<file path="config.mk">
export PLATFORM = sky130hd
export DESIGN_NAME = memwrite_streamer
export DESIGN_NICKNAME = d
export VERILOG_FILES = /design/src/rtl/memwrite_streamer_pkg.sv /design/src/rtl/sync_fifo.sv /design/src/rtl/memwrite_streamer.sv
export SDC_FILE = /design/constraint.sdc
export NUM_CORES = 1
export LEC_CHECK = 0
export BUFFER_PORTS_ARGS = -buffer_cell sky130_fd_sc_hd__clkbuf_2
export CELL_PAD_IN_SITES_DETAIL_PLACEMENT = 1
export CELL_PAD_IN_SITES_GLOBAL_PLACEMENT = 1
export CORE_MARGIN = 5
export CORE_UTILIZATION = 49
export DETAILED_ROUTE_END_ITERATION = 8
export MAX_ROUTING_LAYER = met4
export PLACE_DENSITY = 0.79
export REMOVE_ABC_BUFFERS = 1
export SYNTH_ARGS = -nofsm -noshare
export SYNTH_HDL_FRONTEND = slang
export SYNTH_SLANG_ARGS = --single-unit
export TNS_END_PERCENT = 100
</file>
<file path="constraint.sdc">
create_clock -name clk -period 5.9 [get_ports clk]
set_input_delay 0.885 -clock clk [delete_from_list [all_inputs] [get_ports clk]]
set_output_delay 0.885 -clock clk [all_outputs]
set_load 0.005 [all_outputs]
</file>
<file path="src/rtl/memwrite_streamer_pkg.sv">
// Shared types and constants for the data-memory write streamer.
// Optional feature macro: MEMWRITE_STREAM_CHECKSUM_EN (adds an XOR checksum byte to each frame).
package memwrite_streamer_pkg;

    localparam logic [7:0] SYNC_BYTE = 8'hA5;

`ifdef MEMWRITE_STREAM_CHECKSUM_EN
    localparam int unsigned FRAME_LEN = 8;
`else
    localparam int unsigned FRAME_LEN = 7;
`endif

    typedef enum logic [0:0] {
        IDLE = 1'b0,
        SEND = 1'b1
    } state_e;

    typedef struct packed {
        logic [15:0] addr;
        logic [31:0] data;
    } event_t;

    // Byte idx of the serial frame built from one buffered write event.
    function automatic logic [7:0] frame_byte(input event_t ev, input logic [2:0] idx);
        logic [7:0] b;
        case (idx)
            3'd0:    b = SYNC_BYTE;
            3'd1:    b = ev.addr[15:8];
            3'd2:    b = ev.addr[7:0];
            3'd3:    b = ev.data[31:24];
            3'd4:    b = ev.data[23:16];
            3'd5:    b = ev.data[15:8];
            3'd6:    b = ev.data[7:0];
`ifdef MEMWRITE_STREAM_CHECKSUM_EN
            // Checksum covers every byte except the sync byte.
            3'd7:    b = ev.addr[15:8] ^ ev.addr[7:0] ^ ev.data[31:24] ^ ev.data[23:16]
                         ^ ev.data[15:8] ^ ev.data[7:0];
`endif
            default: b = 8'h00;
        endcase
        return b;
    endfunction

endpackage

</file>
<file path="src/rtl/sync_fifo.sv">
// Synchronous FIFO with full/empty/level; a push on a full FIFO is accepted only when a pop
// happens on the same edge. Synchronous active-high reset.
module sync_fifo #(
    parameter int unsigned Width = 8,
    parameter int unsigned Depth = 8
) (
    input  logic                       clk,
    input  logic                       reset,
    input  logic                       push,
    input  logic [Width-1:0]           wdata,
    input  logic                       pop,
    output logic [Width-1:0]           rdata,
    output logic                       full,
    output logic                       empty,
    output logic [$clog2(Depth):0]     level
);

    localparam int unsigned PtrW = $clog2(Depth);
    localparam int unsigned CntW = PtrW + 1;

    logic [Width-1:0] mem_q [Depth];
    logic [Width-1:0] mem_d [Depth];
    logic [PtrW-1:0]  wptr_q, wptr_d;
    logic [PtrW-1:0]  rptr_q, rptr_d;
    logic [CntW-1:0]  count_q, count_d;
    logic             push_eff;
    logic             pop_eff;

    assign full  = (count_q == CntW'(Depth));
    assign empty = (count_q == '0);
    assign level = count_q;
    assign rdata = mem_q[rptr_q];

    assign pop_eff  = pop && !empty;
    // When full, the slot under wptr is the head being popped, so overwriting it is safe.
    assign push_eff = push && (!full || pop_eff);

    // Next-state for storage, pointers and occupancy.
    always_comb begin
        mem_d   = mem_q;
        wptr_d  = wptr_q;
        rptr_d  = rptr_q;
        count_d = count_q;
        if (push_eff) begin
            mem_d[wptr_q] = wdata;
            wptr_d        = wptr_q + PtrW'(1);
        end
        if (pop_eff) begin
            rptr_d = rptr_q + PtrW'(1);
        end
        if (push_eff && !pop_eff) begin
            count_d = count_q + CntW'(1);
        end else if (!push_eff && pop_eff) begin
            count_d = count_q - CntW'(1);
        end
    end

    // Pointer and occupancy registers; reset flushes the FIFO.
    always_ff @(posedge clk) begin
        if (reset) begin
            wptr_q  <= '0;
            rptr_q  <= '0;
            count_q <= '0;
        end else begin
            wptr_q  <= wptr_d;
            rptr_q  <= rptr_d;
            count_q <= count_d;
        end
    end

    // Storage array; contents are don't-care while empty, so no reset.
    always_ff @(posedge clk) begin
        mem_q <= mem_d;
    end

endmodule

</file>
<file path="src/rtl/memwrite_streamer.sv">
// Snoops data-memory writes and re-emits each as a byte-serial frame on a valid/ready stream.
// Optional feature macro: MEMWRITE_STREAM_CHECKSUM_EN (8-byte frame with trailing XOR byte).
module memwrite_streamer
    import memwrite_streamer_pkg::*;
#(
    parameter int unsigned DM_ADDRESS = 9,
    parameter int unsigned DATA_W     = 32,
    parameter int unsigned FIFO_DEPTH = 8
) (
    input  logic                          clk,
    input  logic                          reset,
    input  logic                          wr_en,
    input  logic [DM_ADDRESS-1:0]         wr_addr,
    input  logic [DATA_W-1:0]             wr_data,
    output logic [7:0]                    out_data,
    output logic                          out_valid,
    input  logic                          out_ready,
    output logic                          overflow,
    output logic [$clog2(FIFO_DEPTH):0]   fifo_level
);

    localparam int unsigned EvW      = $bits(event_t);
    localparam logic [2:0]  LAST_IDX = 3'(FRAME_LEN - 1);

    state_e           state_q, state_d;
    logic [2:0]       byte_idx_q, byte_idx_d;
    event_t           frame_q, frame_d;
    logic             overflow_q, overflow_d;
    event_t           ev_in;
    logic [EvW-1:0]   fifo_rdata;
    logic             fifo_full;
    logic             fifo_empty;
    logic             pop;

    always_comb begin
        ev_in.addr = 16'(wr_addr);
        ev_in.data = 32'(wr_data);
    end

    sync_fifo #(
        .Width (EvW),
        .Depth (FIFO_DEPTH)
    ) u_fifo (
        .clk   (clk),
        .reset (reset),
        .push  (wr_en),
        .wdata (ev_in),
        .pop   (pop),
        .rdata (fifo_rdata),
        .full  (fifo_full),
        .empty (fifo_empty),
        .level (fifo_level)
    );

    // Frame sequencer: loads the FIFO head and walks its bytes, chaining frames without a gap.
    always_comb begin
        state_d    = state_q;
        byte_idx_d = byte_idx_q;
        frame_d    = frame_q;
        pop        = 1'b0;
        unique case (state_q)
            IDLE: begin
                if (!fifo_empty) begin
                    pop        = 1'b1;
                    frame_d    = event_t'(fifo_rdata);
                    byte_idx_d = 3'd0;
                    state_d    = SEND;
                end
            end
            SEND: begin
                if (out_ready) begin
                    if (byte_idx_q != LAST_IDX) begin
                        byte_idx_d = byte_idx_q + 3'd1;
                    end else if (!fifo_empty) begin
                        pop        = 1'b1;
                        frame_d    = event_t'(fifo_rdata);
                        byte_idx_d = 3'd0;
                    end else begin
                        state_d = IDLE;
                    end
                end
            end
            default: state_d = IDLE;
        endcase
    end

    // Sticky drop flag: a write that the FIFO could not take.
    always_comb begin
        overflow_d = overflow_q | (wr_en & fifo_full & ~pop);
    end

    // Sequencer and overflow registers.
    always_ff @(posedge clk) begin
        if (reset) begin
            state_q    <= IDLE;
            byte_idx_q <= 3'd0;
            frame_q    <= '0;
            overflow_q <= 1'b0;
        end else begin
            state_q    <= state_d;
            byte_idx_q <= byte_idx_d;
            frame_q    <= frame_d;
            overflow_q <= overflow_d;
        end
    end

    // Outputs are pure functions of registered state, so they hold while stalled.
    always_comb begin
        out_valid = (state_q == SEND);
        out_data  = out_valid ? frame_byte(frame_q, byte_idx_q) : 8'h00;
        overflow  = overflow_q;
    end

endmodule
</file>
### Word level (Yosys, flattened, before mapping)

Cells that the tools add are included.

* equal/unequal tests: 10
* multiplexer cells: 25
* reductions and logical operators: 14
* $add $sub $neg: 5
* bitwise gates (word level): 7
* $lt $le $gt $ge: 3

Operators with widths (number)
* $bwmux 384: 1
* $mux 48: 6
* $bmux 48 s3: 1
* $demux 48 s3: 1
* $pmux 48 s2: 1
* $pmux 8 s7: 1
* $add 3x1->3 const B: 3
* $eq 3x3->1 const B: 3
* $mux 3: 3
* $ge 4x4->1 const B: 2
* $mux 4: 2
* $mux 8: 1
* $not 3->4: 2
* $eq 3x2->1 const B: 2
* $pmux 3 s2: 1
* $logic_and 1x1->1: 5
* $mux 1: 5
* $add 4x1->4 const B: 1
* $eq 4x4->1 const B: 1
* $logic_not 1->1: 4
* $logic_not 4->1: 1
* $lt 4x1->1 const B: 1
* $ne 2x2->1 const B: 2
* $pmux 1 s2: 2
* other kinds (10): 12

* register bits: 447
* output and inout port bits: 14
* word-level logic and storage cells: 80
* bits of input ports: 45

### Logic depth before layout (Yosys ltp)

* depth in word-level cells: 12
* mapped depth: 13

### Modules after synthesis

Synthesis repeated with hierarchy kept, for this count alone.

* cell total of the unflattened synthesis: 919
* area total of the unflattened synthesis: 17933.4 um^2

By module, submodules not included
* sync_fifo: instances 1, cells each 624, sequential area each 11731.3 um^2, area each 15118.2 um^2
* memwrite_streamer: instances 1, cells each 295, sequential area each 1061.0 um^2, area each 2815.2 um^2

### Least setup slack after synthesis

No wires, ideal clock.

* path type: input -> register
* start: input out_ready
* end: register u_fifo.mem_q[240] (netlist bit) (enable)
* data required time: 5344 ps
* stages: 3
* data arrival time: 5657 ps
* setup slack: -313 ps
* library setup time: 556 ps
* cell sequence: nand3_1 a31o_2 nor4b_1

* word-level cells in the longest chain between the ends: 5

RTL lines
* start: declaration: line memwrite_streamer.sv:17 `input logic out_ready,`
* $mux 1: line memwrite_streamer.sv:71 `if (out_ready) begin`
* $pmux 1 s2: line memwrite_streamer.sv:61 `unique case (state_q)`
* $logic_and 1x1->1: line sync_fifo.sv:34 `assign pop_eff = pop && !empty;`
* $logic_or 1x1->1: line sync_fifo.sv:36 `assign push_eff = push && (!full || pop_eff);`
* $logic_and 1x1->1: line sync_fifo.sv:36
* end signal: assignment: line sync_fifo.sv:73 `mem_q <= mem_d;`
* end: declaration: line sync_fifo.sv:21 `logic [Width-1:0] mem_q [Depth];`

Every way passes these cells.
A chain may end at the register's enable or synchronous reset.

### Worst setup path in the final report

* start: register byte_idx_q[2]
* end: output out_data[2]

* word-level cells in the longest chain between the ends: 3
* elaborated cells between the ends (all ways): 9
* those cells by class: eq/ne (6); mux (2); reduce/logical (1)

RTL lines
* start: declaration: line memwrite_streamer.sv:26 `logic [2:0] byte_idx_q, byte_idx_d;`
* start signal: assignment: line memwrite_streamer.sv:101 `byte_idx_q <= byte_idx_d;`
* $eq 3x3->1, or another cell as far along: line memwrite_streamer_pkg.sv:26 `case (idx)`
* $pmux 8 s7 *: line memwrite_streamer_pkg.sv:26
* $mux 8 *: line memwrite_streamer.sv:110 `out_data = out_valid ? frame_byte(frame_q, byte_idx_q) : 8'h00;`
* end: declaration: line memwrite_streamer.sv:15 `output logic [7:0] out_data,`

Mark *: on every way between the ends. The rest lies on a longest branch, timed or not.

==> impl_metrics.yaml <==
status:
  run_status: "completed"
timing:
  period_share: 0.668
  drv_slew: 0
  timing.slew.headroom: 0.171
  skew_ns: 0.00984
  hold_slack_ns: 0.486
  rsz0062_at_grt: "no"
  fin_crit_ns: 3.94
  report.final.setup_viol: 0
  final.setup.worst_slack_ns: 1.96
  maxClockFrequency_mhz: 254
  worst_slew_pin_slew_ns: 1.24
  final-hold-violation-count: 0
global_routing:
  groute.usage.overall: 0.190
  global_route_wire_length_before_repair_microns: 47200
  globalRouteOverflowTotal: 0
  grt_start_max_net_pins: 85
  grt_pass1_vias: 7724
  antenna_found_initial: 1
cts:
  cts.repair.resized: 0
  cts.htree.levels: 2
  cts.reportedPaths.clkPinSlew_ns: 0.06
  numClockSinks: 384
  clock_tree_from_tritoncts: "done"
  insertion_delay_of_the_later_clocked_pin_in_the_worst_skew_pair_ns: 0.52
  cts_root_buffer: "sky130_fd_sc_hd__clkbuf_16"
  clockBufferDepth: 3
  post_cts_setup_repair_bufs: 0
  cts_inserted_buffers: 40
  cts_hold_buffers: 0
worst_setup_path:
  crit_start: "byte_idx_q[2]"
  timing.critical_path.arrival_ns: 3.05
  timing.critical_path.to_type: "primary output"
  critPathMaxFanout: 18
  crit_path_start_kind: "flip-flop"
  reg2reg_from: "byte_idx_q[0]"
  r2r_end: "u_fifo.level[3]"
  critPathKind: "reg2out"
  r2r_setup_slack_ns: 2.28
  worstRegToRegCells: 12
  crit_required_ns: 5.02
routing:
  detailedRoute.firstPassIterationCount: 7
  drt.antenna.violating_nets: 0
  routed_len_inst_microns: 25.5
  maxUsedRoutingLayer: "met4"
  vias: 7218
  met2RoutedLength_microns: 15800
  drtIter0Drc: 538
  wl_met1_microns: 13100
  drt-vias-per-instance: 5.90
  met3WireLength_microns: 1600
  drt_wl_total_microns: 31200
  drcViolationCount: 0
hold_path:
  timing.hold.worst_endpoint: "frame_q[38]"
  holdCritStartpoint: "frame_q[38]"
  hold_crit_depth: 1
  hold_path_class: "reg2reg"
yosys:
  postSynth.topFlopCell: "sky130_fd_sc_hd__edfxtp_1"
  yosysWarnings: 0
  post_synth_instance_area_sq_um: 14900
  synthesis_stage_register_bit_count: 384
  synth-edff-count: 328
  netlist_top_cells_area: "sky130_fd_sc_hd__edfxtp_1 (66%), sky130_fd_sc_hd__mux4_1 (8.3%), sky130_fd_sc_hd__dfxtp_1 (7.5%)"
  synth_cell_types: 42
  synthTopCellsByCount: "sky130_fd_sc_hd__edfxtp_1 (328), sky130_fd_sc_hd__dfxtp_1 (56), sky130_fd_sc_hd__mux4_1 (47), sky130_fd_sc_hd__a22o_1 (44), sky130_fd_sc_hd__mux2_2 (41)"
  leading_cell_type_by_number_of_instances_after_synthesis: "sky130_fd_sc_hd__edfxtp_1"
  synth_seq_area_share: 0.734
  asyncSetResetFlopFracSynth: 0
  synth_area_per_cell_sq_um: 20.8
  netlist.top_cell.by_area: "sky130_fd_sc_hd__edfxtp_1"
  netlist_instances: 718
  area_share_of_the_largest_cell_type_after_synthesis: 0.659
power_and_ir_drop:
  p_switching_uw: 1790
  power.share.sequential: 0.485
  power.share.clock: 0.349
  power.switching_fraction: 0.251
  pwr_density_cell_nw_per_um2: 421
  worst_ir_drop_vdd_mv: 0.224
  pwr-share-comb: 0.166
  power.static_leakage_uw: 0.00563
  internal_dissipation_uw: 5350
floorplanning:
  i_o_pin_count: 59
  core_region_area_sq_um: 30300
  die_h_microns: 185
  floorplan.die.width_microns: 185
  row_cnt: 64
  floorplan.initialDensity: 0.492
  die_area_sq_um: 34100
finish:
  multi_input_comb_area_sq_um: 3700
  num-fill-cells: 2598
  final-seq-area_sq_um: 11000
  final_nets: 852
  signed_area_change_from_the_synthesized_netlist_to_the_final_layout_pct: 13.5
  post_route_cells_drive_above_1_share: 0.276
  layout.core_utilization: 0.559
run:
  timing.max_cap.violations: 0
place:
  pre_cts_ws_ns: 2.33
  detailed_place_hpwl_microns: 18800
  numPortBuffers: 58
  place.gp.congestion: 0.825
-- final cells by class --
class                   instances  area share
multi-input cells             283       0.218
diodes                          1    0.000148
inverters                       9     0.00199
flip-flops and latches        384       0.647
clock buffers                  52      0.0641
clock inverters                20      0.0133
well taps                     396      0.0292
repair buffers                 78      0.0260
-- cells in the final DEF, fill, tap and decap left out, types with 2 or more instances in the layout --
| master | n |
|---|---|
| sky130_fd_sc_hd__nor3_2 | 2 |
| sky130_fd_sc_hd__clkinv_1 | 7 |
| sky130_fd_sc_hd__xnor2_1 | 5 |
| sky130_fd_sc_hd__a222oi_1 | 5 |
| sky130_fd_sc_hd__a41oi_1 | 4 |
| sky130_fd_sc_hd__nand3_1 | 2 |
| sky130_fd_sc_hd__nand2_1 | 17 |
| sky130_fd_sc_hd__inv_1 | 8 |
| sky130_fd_sc_hd__ha_1 | 10 |
| sky130_fd_sc_hd__dfxtp_4 | 2 |
| sky130_fd_sc_hd__buf_4 | 20 |
| sky130_fd_sc_hd__mux4_2 | 35 |
| sky130_fd_sc_hd__dfxtp_1 | 53 |
| sky130_fd_sc_hd__nor2_1 | 18 |
| sky130_fd_sc_hd__clkbuf_2 | 58 |
| sky130_fd_sc_hd__a21oi_1 | 18 |
| sky130_fd_sc_hd__mux2i_1 | 3 |
| sky130_fd_sc_hd__o21ai_0 | 6 |
| sky130_fd_sc_hd__clkbuf_8 | 2 |
| sky130_fd_sc_hd__nor2b_1 | 2 |
| sky130_fd_sc_hd__mux4_1 | 47 |
| sky130_fd_sc_hd__nor3b_2 | 2 |
| sky130_fd_sc_hd__clkinvlp_4 | 2 |
| sky130_fd_sc_hd__a22o_1 | 44 |
| sky130_fd_sc_hd__clkinv_2 | 5 |
| sky130_fd_sc_hd__clkbuf_1 | 9 |
| sky130_fd_sc_hd__bufinv_16 | 5 |
| sky130_fd_sc_hd__nor4b_2 | 2 |
| sky130_fd_sc_hd__clkbuf_16 | 41 |
| sky130_fd_sc_hd__a211oi_1 | 2 |
| sky130_fd_sc_hd__mux2_2 | 41 |
| sky130_fd_sc_hd__nor4_2 | 2 |
| sky130_fd_sc_hd__edfxtp_1 | 328 |
-- critical path, cell delays in order, from the launching register on --
cell	delay (ns)
sky130_fd_sc_hd__dfxtp_1	0.68
sky130_fd_sc_hd__inv_1	0.17
sky130_fd_sc_hd__ha_1	0.36
sky130_fd_sc_hd__o41ai_2	0.83
sky130_fd_sc_hd__buf_4	0.27
sky130_fd_sc_hd__a41oi_1	0.07
sky130_fd_sc_hd__clkbuf_2	0.15
-- how the worst max path moves through the flow --
stage | to | slack, ns | cells after the start
final | out_data[2] | 1.96 | 6
after global routing | out_data[2] | 1.80 | 6
after CTS | out_data[2] | 1.94 | 6
after detailed placement | u_fifo.mem_q[21] | 2.33 | 8
after global placement | out_data[5] | 2.63 | 6
after floorplan | u_fifo.mem_q[240] | -0.38 | 5
-- flip-flops by register name, indices dropped and copies added, names as in the netlist --
name / count
frame_q: 41
u_fifo.wptr_q: 3
u_fifo.mem_q: 328
out_valid: 1
u_fifo.rptr_q: 3
u_fifo.level: 4
byte_idx_q: 3
overflow: 1
-- power by group through the flow --
| stage | Clock [uW] | Sequential [uW] | Combinational [uW] |
|---|---|---|---|
| 2_1_floorplan | 0 | 3440 | 862 |
| 3_3_place_gp | 0 | 3500 | 1130 |
| 3_5_place_dp | 0 | 3520 | 1180 |
| 4_1_cts | 2560 | 3470 | 1200 |
| 5_1_grt | 2670 | 3500 | 1270 |
| 6_report | 2500 | 3470 | 1180 |
-- logic make-up (layout without fill, tap and decap cells) --
group / after synthesis / in the layout / synth area share
AO/OA/AOI/OAI: 86 / 86 / 0.0449
XOR/XNOR: 6 / 6 / 0.00352
adder cells (fa/ha/maj): 11 / 11 / 0.00972
buffers and inverters: 51 / 159 / 0.0215
flip-flops: 384 / 384 / 0.734
multiplexers: 127 / 127 / 0.169
other: 0 / 1 / 0
AND/OR/NAND/NOR: 53 / 53 / 0.0168
-- per-stage QoR --
step	TNS, ns	total power (uW)	cell area (sq um)	cells
detailed placement	0	4710	15600	1150
global route	0	7440	17000	1223
global placement	0	4630	15600	1150
CTS	0	7230	17000	1222
finish	0	7140	17000	1223
floorplan	-29.83	4300	14600	676
-- routing by layer --
layer,global-route usage,vias up
met4,0.0447,0
li1,-,3168
met2,0.316,171
met1,0.245,3823
met5,-,-
met3,0.0377,56
(Power assumes the default switching activity.)
